[src/rtl/mul_pkg.sv]
// rtl/mul_pkg.sv - RV32M multiply op encodings, sequencer states and magnitude helper
package mul_pkg;

  typedef enum logic [1:0] {
    OP_MUL    = 2'b00,
    OP_MULH   = 2'b01,
    OP_MULHSU = 2'b10,
    OP_MULHU  = 2'b11
  } mul_op_e;

  typedef enum logic [1:0] {
    IDLE = 2'b00,
    CALC = 2'b01,
    DONE = 2'b10
  } mul_state_e;

  // Two's-complement magnitude; 0x80000000 maps to itself, which is correct as unsigned 2^31.
  function automatic logic [31:0] mag32(input logic [31:0] x, input logic s);
    return s ? (~x + 32'd1) : x;
  endfunction

endpackage

[src/rtl/mul_sign_fix.sv]
// rtl/mul_sign_fix.sv - 64-bit conditional negate of the product plus hi/lo result word select
module mul_sign_fix (
  input  logic [63:0] p_in,
  input  logic        neg,
  input  logic        hi,
  output logic [63:0] p_out,
  output logic [31:0] word
);

  assign p_out = neg ? (~p_in + 64'd1) : p_in;
  assign word  = hi ? p_out[63:32] : p_out[31:0];

endmodule

[src/rtl/mul_seq_ctrl.sv]
// rtl/mul_seq_ctrl.sv - RV32M multiply sequencer driving an external unsigned_mul, with one-entry product cache
module mul_seq_ctrl #(
  parameter int MUL_LAT  = 2,
  parameter bit EN_REUSE = 1'b1
) (
  input  logic        clk,
  input  logic        rst_n,
  input  logic        req_valid_i,
  output logic        req_ready_o,
  input  logic [1:0]  req_op_i,
  input  logic [31:0] rs1_i,
  input  logic [31:0] rs2_i,
  input  logic        flush_i,
  output logic        res_valid_o,
  input  logic        res_ready_i,
  output logic [31:0] res_o,
  output logic        busy_o,
  output logic [31:0] mul_a_o,
  output logic [31:0] mul_b_o,
  input  logic [63:0] mul_p_i
);

  import mul_pkg::*;

  localparam int CW = $clog2(MUL_LAT + 1);

  mul_state_e  state;
  logic [CW-1:0] cnt;
  mul_op_e     op_q;
  logic        neg_q;
  logic [31:0] rs1_q, rs2_q;
  logic        sa_q, sb_q;

  logic        c_vld;
  logic [31:0] c_rs1, c_rs2;
  logic        c_sa, c_sb;
  logic [63:0] c_p;

  mul_op_e     req_op;
  logic        sa, sb, hit;
  logic [63:0] fix_in, fix_p;
  logic        fix_neg, fix_hi;
  logic [31:0] fix_word;

  assign req_op = mul_op_e'(req_op_i);
  assign sa     = ((req_op == OP_MULH) || (req_op == OP_MULHSU)) && rs1_i[31];
  assign sb     = (req_op == OP_MULH) && rs2_i[31];

  // The low word is identical for signed and unsigned products, so MUL ignores cached signedness.
  assign hit = EN_REUSE && c_vld && (rs1_i == c_rs1) && (rs2_i == c_rs2) &&
               ((req_op == OP_MUL) || ({sa, sb} == {c_sa, c_sb}));

  // One sign-fix instance serves both the CALC completion and the cache-hit word select.
  assign fix_in  = (state == CALC) ? mul_p_i : c_p;
  assign fix_neg = (state == CALC) && neg_q;
  assign fix_hi  = (state == CALC) ? (op_q != OP_MUL) : (req_op != OP_MUL);

  mul_sign_fix u_sign_fix (
    .p_in  (fix_in),
    .neg   (fix_neg),
    .hi    (fix_hi),
    .p_out (fix_p),
    .word  (fix_word)
  );

  always_ff @(posedge clk) begin
    if (!rst_n) begin
      state       <= IDLE;
      cnt         <= '0;
      op_q        <= OP_MUL;
      neg_q       <= 1'b0;
      rs1_q       <= '0;
      rs2_q       <= '0;
      sa_q        <= 1'b0;
      sb_q        <= 1'b0;
      c_vld       <= 1'b0;
      c_rs1       <= '0;
      c_rs2       <= '0;
      c_sa        <= 1'b0;
      c_sb        <= 1'b0;
      c_p         <= '0;
      req_ready_o <= 1'b1;
      res_valid_o <= 1'b0;
      res_o       <= '0;
      busy_o      <= 1'b0;
      mul_a_o     <= '0;
      mul_b_o     <= '0;
    end else begin
      case (state)
        IDLE: begin
          if (req_valid_i && !flush_i) begin
            req_ready_o <= 1'b0;
            busy_o      <= 1'b1;
            if (hit) begin
              res_o       <= fix_word;
              res_valid_o <= 1'b1;
              state       <= DONE;
            end else begin
              mul_a_o <= mag32(rs1_i, sa);
              mul_b_o <= mag32(rs2_i, sb);
              op_q    <= req_op;
              neg_q   <= sa ^ sb;
              rs1_q   <= rs1_i;
              rs2_q   <= rs2_i;
              sa_q    <= sa;
              sb_q    <= sb;
              cnt     <= CW'(MUL_LAT - 1);
              state   <= CALC;
            end
          end
        end
        CALC: begin
          if (flush_i) begin
            state       <= IDLE;
            req_ready_o <= 1'b1;
            busy_o      <= 1'b0;
          end else if (cnt != '0) begin
            cnt <= cnt - CW'(1);
          end else begin
            res_o       <= fix_word;
            res_valid_o <= 1'b1;
            c_vld       <= 1'b1;
            c_rs1       <= rs1_q;
            c_rs2       <= rs2_q;
            c_sa        <= sa_q;
            c_sb        <= sb_q;
            c_p         <= fix_p;
            state       <= DONE;
          end
        end
        DONE: begin
          if (flush_i || res_ready_i) begin
            state       <= IDLE;
            res_valid_o <= 1'b0;
            req_ready_o <= 1'b1;
            busy_o      <= 1'b0;
          end
        end
        default: begin
          state       <= IDLE;
          res_valid_o <= 1'b0;
          req_ready_o <= 1'b1;
          busy_o      <= 1'b0;
        end
      endcase
    end
  end

endmodule

[config.mk]
export PLATFORM = sky130hd
export DESIGN_NAME = mul_seq_ctrl
export DESIGN_NICKNAME = d
export VERILOG_FILES = /design/src/rtl/mul_pkg.sv /design/src/rtl/mul_sign_fix.sv /design/src/rtl/mul_seq_ctrl.sv
export SDC_FILE = /design/constraint.sdc
export NUM_CORES = 1
export LEC_CHECK = 0
export CORE_UTILIZATION = 35
export DETAILED_ROUTE_END_ITERATION = 6
export MAX_ROUTING_LAYER = met4
export SKIP_LAST_GASP = 1
export SYNTH_ARGS = -nofsm -noshare
export SYNTH_HDL_FRONTEND = slang
export SYNTH_SLANG_ARGS = --single-unit
[constraint.sdc]
create_clock -name clk -period 6.6 [get_ports clk]
set_input_delay 0.99 -clock clk [delete_from_list [all_inputs] [get_ports clk]]
set_output_delay 0.99 -clock clk [all_outputs]
set_load 0.05 [all_outputs]
# [Word level (Yosys, flattened, before mapping)]
# Index checks and enable logic that the tools add are counted.
[totals] ff_bits=303 inputBits=135 wordCells=106
[classes] addsub=4 eq_ne=16 mux=35 n_bitwise=7 n_reduce_logical=24
[op_table] operator="2-to-1 mux 32 bit" n=7
[op_table] operator="2-to-1 mux 64 bit" n=2
[op_table] operator="adder 32 x 1 -> 32 bit (second input constant)" n=2
[op_table] operator="adder 64 x 1 -> 64 bit (second input constant)" n=1
[op_table] operator="== test 32 bit" n=2
[op_table] operator="inverter 32 bit" n=2
[op_table] operator="inverter 64 bit" n=1
[op_table] operator="one-hot mux 32 bit (2 select lines)" n=1
[op_table] operator="2-to-1 mux 2 bit" n=9
[op_table] operator="AND reduction 5 bit" n=3
[op_table] operator="inequality test 2 bit (second input constant)" n=7
[op_table] operator="AND reduction 3 bit" n=4
[op_table] operator="2-to-1 mux 1 bit" n=11
[op_table] operator="one-hot mux 1 bit (3 select lines)" n=3
[op_table] operator="nonzero test 2 bit" n=4
[op_table] operator="logical AND 1 bit" n=7
[op_table] operator="one-hot mux 2 bit (3 select lines)" n=1
[op_table] operator="== test 2 x 1 -> 1 bit (second input constant)" n=2
[op_table] operator="== test 2 bit (second input constant)" n=2
[op_table] operator="zero test 2 bit" n=2
[op_table] operator="one-hot mux 2 bit (2 select lines)" n=1
[op_table] operator="logical OR 1 bit" n=3
[op_table] operator="inequality test 3 bit (second input constant)" n=1
[op_table] operator="inverter 1 bit" n=3
[op_table] operator="other kinds (5)" n=5

# [Logic depth before layout (Yosys ltp)]
# Gate-level depths: netlist of the first run.
[logic_depth] word_depth=9 depth_mapped=18 depth_no_buf=11

# [By module]
# Synthesis of the first run repeated with hierarchy kept, for this count alone.
[unflattened] cells_unflattened=2132 area_unflattened_um2=15816.4
[modules_own_cells] mod="mul_seq_ctrl" n_inst=1 cells_each=1804 area_each_um2=13497.9
[modules_own_cells] mod="mul_sign_fix" n_inst=1 cells_each=328 area_each_um2=2318.5

# [Least setup slack after synthesis of the first run]
# Ideal clock, no wire load.
[synth_path] path_kind="register to register" startpoint="register state[0]" endpoint="register res_o[28]" setup_time_ps=130 arrival_time_ps=4758 required_ps=6470 slack_ps=1713 stages_incl_launch_ff=18 synth_period_minus_slack_ps=4887 cell_sequence="dfxtp_1 > clkbuf_2 > nor2b_1 > buf_2 > clkbuf_1 > buf_1 > clkbuf_1 > buf_1 > clkbuf_1 > mux2i_1 > ha_1 > inv_1 > a2111oi_4 > nand3_1 > or4_4 > or3_1 > nand4_1 > mux2i_1"
[synth_via] elab_chain_cells=9 word_cells_on_any_way=20 classes_between="add/sub: 1; eq/ne: 5; mux: 9; bitwise: 1; reduce/logical: 4"
[synth_rtl] element="start, declared" line_no="mul_seq_ctrl.sv:27" rtl="mul_state_e state;"
[synth_rtl] element="start signal, assigned" line_no="mul_seq_ctrl.sv:68" rtl="state <= IDLE;"
[synth_rtl] element="start signal, assigned" line_no="mul_seq_ctrl.sv:97" rtl="state <= DONE;"
[synth_rtl] element="start signal, assigned" line_no="mul_seq_ctrl.sv:108" rtl="state <= CALC;"
[synth_rtl] element="== test 2 x 1 -> 1 bit"
[synth_rtl] element="2-to-1 mux 64 bit" line_no="mul_seq_ctrl.sv:54" rtl="assign fix_in = (state == CALC) ? mul_p_i : c_p;"
[synth_rtl] element="inverter 64 bit" line_no="mul_sign_fix.sv:10" rtl="assign p_out = neg ? (~p_in + 64'd1) : p_in;"
[synth_rtl] element="adder 64 x 1 -> 64 bit" line_no="mul_sign_fix.sv:10"
[synth_rtl] element="2-to-1 mux 64 bit" line_no="mul_sign_fix.sv:10"
[synth_rtl] element="2-to-1 mux 32 bit" line_no="mul_sign_fix.sv:11" rtl="assign word = hi ? p_out[63:32] : p_out[31:0];"
[synth_rtl] element="2-to-1 mux 32 bit, on equally long branches" line_no="mul_seq_ctrl.sv:117, mul_seq_ctrl.sv:94"
[synth_rtl] element="2-to-1 mux 32 bit, on equally long branches" line_no="mul_seq_ctrl.sv:113, mul_seq_ctrl.sv:91"
[synth_rtl] element="one-hot mux 32 bit (2 select lines)" line_no="mul_seq_ctrl.sv:89" rtl="case (state)"
[synth_rtl] element="end signal, assigned" line_no="mul_seq_ctrl.sv:95" rtl="res_o <= fix_word;"
[synth_rtl] element="end signal, assigned" line_no="mul_seq_ctrl.sv:120" rtl="res_o <= fix_word;"
[synth_rtl] element="end, declared" line_no="mul_seq_ctrl.sv:16" rtl="output logic [31:0] res_o,"
# Several ways; a longest one is shown, not always the timed one. The select of a mux whose other input is x is not followed.
# A chain may end at the register's enable or synchronous reset.

# [Worst setup path after layout of the first run]
[layout_path] startpoint="input mul_p_i[4]" endpoint="register res_o[28]"
[layout_via] elab_chain_cells=8 word_cells_on_any_way=10 classes_between="add/sub: 1; mux: 8; bitwise: 1"
[layout_rtl] element="start, declared" line_no="mul_seq_ctrl.sv:20" rtl="input logic [63:0] mul_p_i"
[layout_rtl] element="2-to-1 mux 64 bit *" line_no="mul_seq_ctrl.sv:54"
[layout_rtl] element="inverter 64 bit *" line_no="mul_sign_fix.sv:10"
[layout_rtl] element="adder 64 x 1 -> 64 bit *" line_no="mul_sign_fix.sv:10"
[layout_rtl] element="2-to-1 mux 64 bit *" line_no="mul_sign_fix.sv:10"
[layout_rtl] element="2-to-1 mux 32 bit *" line_no="mul_sign_fix.sv:11"
[layout_rtl] element="2-to-1 mux 32 bit, on equally long branches" line_no="mul_seq_ctrl.sv:117, mul_seq_ctrl.sv:94"
[layout_rtl] element="2-to-1 mux 32 bit, on equally long branches" line_no="mul_seq_ctrl.sv:113, mul_seq_ctrl.sv:91"
[layout_rtl] element="one-hot mux 32 bit (2 select lines) *" line_no="mul_seq_ctrl.sv:89"
# Mark *: on every way between the ends. The rest lies on a longest branch, timed or not. The select of a mux whose other input is x is not followed.

==> results of run 1 <==
## final timing paths
path              start        end  slack, ns  cells after the start
min reg2reg   rs2_q[22]  c_rs2[22]       0.45                      2
min           rs2_q[22]  c_rs2[22]       0.45                      2
max          mul_p_i[4]  res_o[28]       2.03                      9
max reg2reg    state[1]  res_o[19]       2.19                      9
## layer usage
metal	vias to the layer above	wire, um	GRT usage (%)	part of all wire, %
li1	7952	-	-	-
met1	7915	26000	32.0	42
met2	535	30000	44.0	48
met3	107	3750	3.92	6.0
met4	0	2330	10.8	3.7
met5	-	0	-	0
## where the power goes
group / switching [mW] / internal [mW]
clock: 0.870 / 1.28
combinational: 1.55 / 0.744
sequential: 0.115 / 1.97
total: 2.54 / 4.00
## registers in the layout (all words and copies together), names as in the netlist, 31 cells and up
| register | count |
|---|---|
| c_p | 64 |
| c_rs1 | 32 |
| c_rs2 | 32 |
| mul_a_o | 32 |
| mul_b_o | 32 |
| res_o | 32 |
| rs1_q | 31 |
| rs2_q | 31 |
## stage by stage
stage | hold slack (ns) | area (um2) | util (%)
2_1_floorplan | 0.431 | 16500 | -
3_3_place_gp | 0.436 | 19200 | 41.2
3_5_place_dp | 0.442 | 19200 | 41.2
4_1_cts | 0.447 | 20500 | 44.0
5_1_grt | 0.461 | 20500 | 44.0
6_report | 0.446 | 20500 | 44.0
## critical path, stage by stage
cell	delay [ns]
clkdlybuf4s50_1	0.47
or4_4	0.55
or4_4	0.47
a2111oi_4	0.67
nand3_1	0.55
or4_4	0.73
or3_1	0.36
nand4_1	0.10
mux2i_1	0.07
## Yosys cell counts (25+ instances only)
| library cell | instances |
|---|---|
| nor3_1 | 44 |
| xnor2_1 | 113 |
| or3_1 | 36 |
| nand2_1 | 389 |
| dfxtp_1 | 301 |
| xor2_1 | 50 |
| nand3_1 | 29 |
| o21ai_0 | 110 |
| nor2_1 | 251 |
| clkbuf_1 | 148 |
| a31oi_1 | 25 |
| inv_1 | 32 |
| mux2i_1 | 57 |
| nand2b_1 | 38 |
| nor4_1 | 28 |
| nand4_1 | 33 |
| a21oi_1 | 230 |
| a211oi_1 | 72 |
## logic make-up (layout without fill, tap and decap cells)
family,after synthesis,count (layout)
adders and majority gates,6,6
buffers and inverters,202,354
other,0,4
muxes,62,62
and+or+nand+nor,916,916
xor gates and xnor gates,163,163
AOI/OAI and AO/OA,557,557
DFF,301,301
## layout make-up
cell class              instances  share of cell area (%)
diodes                          4                  0.0489
clock buffers                  53                    5.36
clock inverters                13                   0.861
inverters                      33                   0.629
multi-input cells            1704                    47.6
flip-flops and latches        301                    29.4
well taps                     607                    3.71
repair buffers                255                    12.4
==> impl_metrics.csv, run 1 <==
group,metric,value,unit
outcome,status,"finished, final reports clean",
worst_setup_path,crit_arrival,4.98,ns
die,die_x,219,um
routing,vias_per_cell,5.56,
routing,routed_wl,62100,um
layout,fill_cells,4703,
routing,drt-wirelength-per-cell,20.9,um
sta,fin_crit,4.57,ns
clock_network,cts_buffers,38,
power_and_ir_drop,powerDensity,319,nW/um2
logic_synthesis,synthCells,2207,
sta,clock_skew,0.0152,ns
worst_setup_path,cp_max_fo,10,
logic_synthesis,synth_area,16500,um2
clock_network,post_cts.repair.setup_buffers,0,
clock_network,cts_tree,"yes",
routing,vias,16500,
clock_network,cts.sinks,301,
logic_synthesis,synthMuxAreaShare,3.80,%
sta,fin_crit_sh,69.2,%
clock_network,path_clk_slew,0.07,ns
logic_synthesis,syn_avg_cell_area,7.48,um2
layout,multi_input_area,9750,um2
sta,setup_viol,0,
placement,dp_hpwl,43300,um
worst_setup_path,crit_type,"in -> reg",
logic_synthesis,synth_fa_ha_area_share,0.455,%
global_route,grt_usage,26.5,%
placement,dp_cells,2900,
layout,final_cells,2970,
sta,fin_tns_setup,0,ns
layout,area_growth_syn_to_layout,24.1,%
global_route,overflow,0,
layout,layout_common_cells,"387 x nand2_1, 301 x dfxtp_1, 249 x nor2_1",
logic_synthesis,synth_top_area_share,36.5,%
logic_synthesis,ys.flop_type,"dfxtp_1",
routing,final_antenna_net_count,0,
sta,final_max_slew_viol_count,0,
clock_network,clock_latency,0.57,ns
die,initial_utilization,35.4,%
clock_network,cts-htree-levels,2,
logic_synthesis,synth_area_leaders,"dfxtp_1 37%, nand2_1 8.8%, a21oi_1 7.0%",
sta,fin_ws,2.03,ns
layout,final_common_cell,"nand2_1",
die,ios,234,
logic_synthesis,synthArstFlopShare,0,%
routing,drt-initial-drc-count,1287,
worst_hold_path,min_path_type,"reg -> reg",
logic_synthesis,synth_top_family_by_area,"simple AND/OR/NAND/NOR gates",
global_route,grt_pass1_vias,15800,
power_and_ir_drop,total_power,6.54,mW
sta,rsz0062_at_grt,"no",
logic_synthesis,synth_top_cell_by_area,"dfxtp_1",
worst_setup_path,end_kind,"flop",
clock_network,cts_resized,0,
run,drv_cap,0,
placement,port_buffers,233,
sta,worst_pin_slew,1.16,ns
logic_synthesis,syn-num-nets,2348,
global_route,antenna_found_initial,4,
layout,fin_nets,2474,
placement,gp_congestion,0.936,
worst_setup_path,start_kind,"primary input",
layout,drive_gt1_share,5.26,%
logic_synthesis,synth-compound-area-share,20.9,%
power_and_ir_drop,irDropWorstVdd,180,uV
logic_synthesis,synth-simple-area-share,24.9,%
logic_synthesis,ys_seq_area_share,36.5,%
placement,pre_cts_ws,1.55,ns
worst_setup_path,crit_required,7.01,ns
clock_network,clock_path_buffers,3,
routing,drc,0,
die,dieArea,48000,um2
logic_synthesis,synth_xor_area_share,8.65,%
die,rows,79,
global_route,grt_max_degree,172,
die,die_y,219,um
power_and_ir_drop,power.leakage,6.93,nW
logic_synthesis,synth_edf_count,0,
logic_synthesis,ys_types,74,
layout,register_area,6030,um2
sta,max_freq,219,MHz
logic_synthesis,ys_ff_latch,301,
sta,hold_viol_final,0,
logic_synthesis,yosysWarnings,0,
clock_network,postCtsHoldBufs,0,
clock_network,cts_root_buffer,"clkbuf_16",
die,core_area,46600,um2
routing,drt_pre_antenna_iters,6,
global_route,grt_first_pass_wirelength,95200,um
sta,slew-limit-headroom,22.1,%
(Power assumes the default switching activity.)
==> run 2: changes to the inputs <==
==> constraint.sdc (replaced) <==
create_clock -name clk -period 4.1 [get_ports clk]
set_input_delay 0.615 -clock clk [delete_from_list [all_inputs] [get_ports clk]]
set_output_delay 0.615 -clock clk [all_outputs]
set_load 0.05 [all_outputs]
==> impl_metrics.csv, run 2 (same netlist as run 1, synthesis figures left out) <==
group,metric,value,unit
worst_setup_path,crit_type,"reg -> reg",
power_and_ir_drop,irDropWorstVdd,312,uV
sta,fin_crit,3.73,ns
worst_setup_path,start_kind,"flop",
layout,final_common_cell,"nand2_1",
global_route,use_met1,32.8,%
clock_network,cts_resized,0,
clock_network,clock_path_buffers,3,
layout,multi_input_area,9760,um2
worst_setup_path,crit_required,4.59,ns
worst_setup_path,critPathMaxStageDelay,0.58,ns
layout,drive_gt1_share,8.71,%
global_route,grt_pass1_vias,16500,
routing,vias,17100,
layout,largest_register_ffs,64,
global_route,grt_busiest_layer,"met2",
global_route,grt_max_degree,93,
die,core_area,46600,um2
routing,final_antenna_net_count,0,
placement,dp_hpwl,48100,um
placement,gp_congestion,0.993,
sta,rsz0062_at_grt,"no",
clock_network,clock_latency,0.57,ns
power_and_ir_drop,power.leakage,7.38,nW
die,dieArea,48000,um2
outcome,status,"finished, final reports clean",
clock_network,cts_root_buffer,"clkbuf_16",
run,drv_cap,0,
power_and_ir_drop,powerDensity,512,nW/um2
sta,clock_skew,0.0225,ns
sta,fin_hold_ws,0.447,ns
die,die_y,219,um
power_and_ir_drop,total_power,10.8,mW
sta,slew-limit-headroom,41.3,%
clock_network,postCtsHoldBufs,0,
die,rows,79,
sta,hold_viol_final,0,
layout,layout_common_cells,"387 x nand2_1, 301 x dfxtp_1, 249 x nor2_1",
global_route,antenna_found_initial,0,
routing,drt_pre_antenna_iters,5,
sta,final_max_slew_viol_count,0,
routing,drt-initial-drc-count,1275,
sta,setup_viol,0,
die,die_x,219,um
layout,fill_cells,4691,
global_route,use_met3,4.34,%
global_route,grt_first_pass_wirelength,100000,um
worst_setup_path,path_cells,"nor2b_4, buf_12, mux2i_1, nor3b_1, nand4_1, or3_1, o31ai_1, nor3_1, a21oi_1",
clock_network,cts_tree,"yes",
clock_network,post_cts.repair.setup_buffers,0,
sta,fin_crit_sh,90.9,%
global_route,overflow,0,
layout,design_area,21200,um2
placement,port_buffers,233,
worst_hold_path,min_path_type,"reg -> reg",
routing,routed_wl,66500,um
layout,num_antenna_cells,0,
die,initial_utilization,35.4,%
layout,area_growth_syn_to_layout,28.5,%
clock_network,cts.sinks,301,
sta,worst_pin_slew,0.881,ns
routing,vias_per_cell,5.60,
layout,register_area,6030,um2
placement,dpl_cell_area,20000,um2
worst_setup_path,crit_arrival,4.22,ns
routing,drc,0,
layout,fin_util,45.5,%
layout,regMostFlops,"c_p",
worst_setup_path,end_kind,"flop",
worst_setup_path,cp_max_fo,19,
sta,fin_tns_setup,0,ns
clock_network,path_clk_slew,0.06,ns
clock_network,cts_buffers,37,
global_route,grtUsageMet2,46.5,%
clock_network,cts-htree-levels,2,
sta,max_freq,268,MHz
routing,drt-wirelength-per-cell,21.8,um
die,ios,234,
global_route,grt_usage,28.1,%
worst_setup_path,cp_slowest_cell,"dfxtp_1",
layout,fin_nets,2564,
run 2: cell type report:
| class | count | area share [%] |
|---|---|---|
| Clock inverter | 12 | 0.779 |
| Clock buffer | 50 | 5.03 |
| Sequential cell | 301 | 28.4 |
| Tap cell | 607 | 3.58 |
| Timing Repair Buffer | 346 | 15.6 |
| Inverter | 33 | 0.608 |
| Multi-Input combinational cell | 1704 | 46.0 |
run 2: worst max-delay path, delay by kind of cell (launching register included):
kind                   cells  cell delay, ns
and+or+nand+nor            5            1.97
DFF                        1            0.58
AOI/OAI and AO/OA          2            0.44
muxes                      1            0.39
buffers and inverters      1            0.25
run 2: routing by layer:
| metal | vias to the layer above | routed length, um |
|---|---|---|
| li1 | 8113 | - |
| met1 | 8230 | 27000 |
| met2 | 612 | 32100 |
| met3 | 155 | 3960 |
| met4 | 0 | 3470 |
| met5 | - | 0 |
run 2: path summary, 6_finish.rpt:
kind,start,end,slack (ns),cells past startpoint
min reg2reg,rs2_q[2],c_rs2[2],0.45,2
min,rs2_q[2],c_rs2[2],0.45,2
max,state[0],res_o[21],0.37,9
max reg2reg,state[0],res_o[21],0.37,9
run 2: per-stage QoR:
stage / std cells / setup slack (ns)
CTS: 3053 / 0.413
global route: 3053 / 0.186
detailed placement: 2991 / 0.0116
finish: 3053 / 0.373
global placement: 2991 / 0.0599
floorplan: 2207 / 0.0102
run 2: report_power, final:
group          leakage [nW]  total (mW)  switching [mW]  internal (mW)
sequential             2.45        3.37           0.194           3.17
clock                 0.611        3.39            1.38           2.02
combinational          4.32        4.09            2.65           1.44
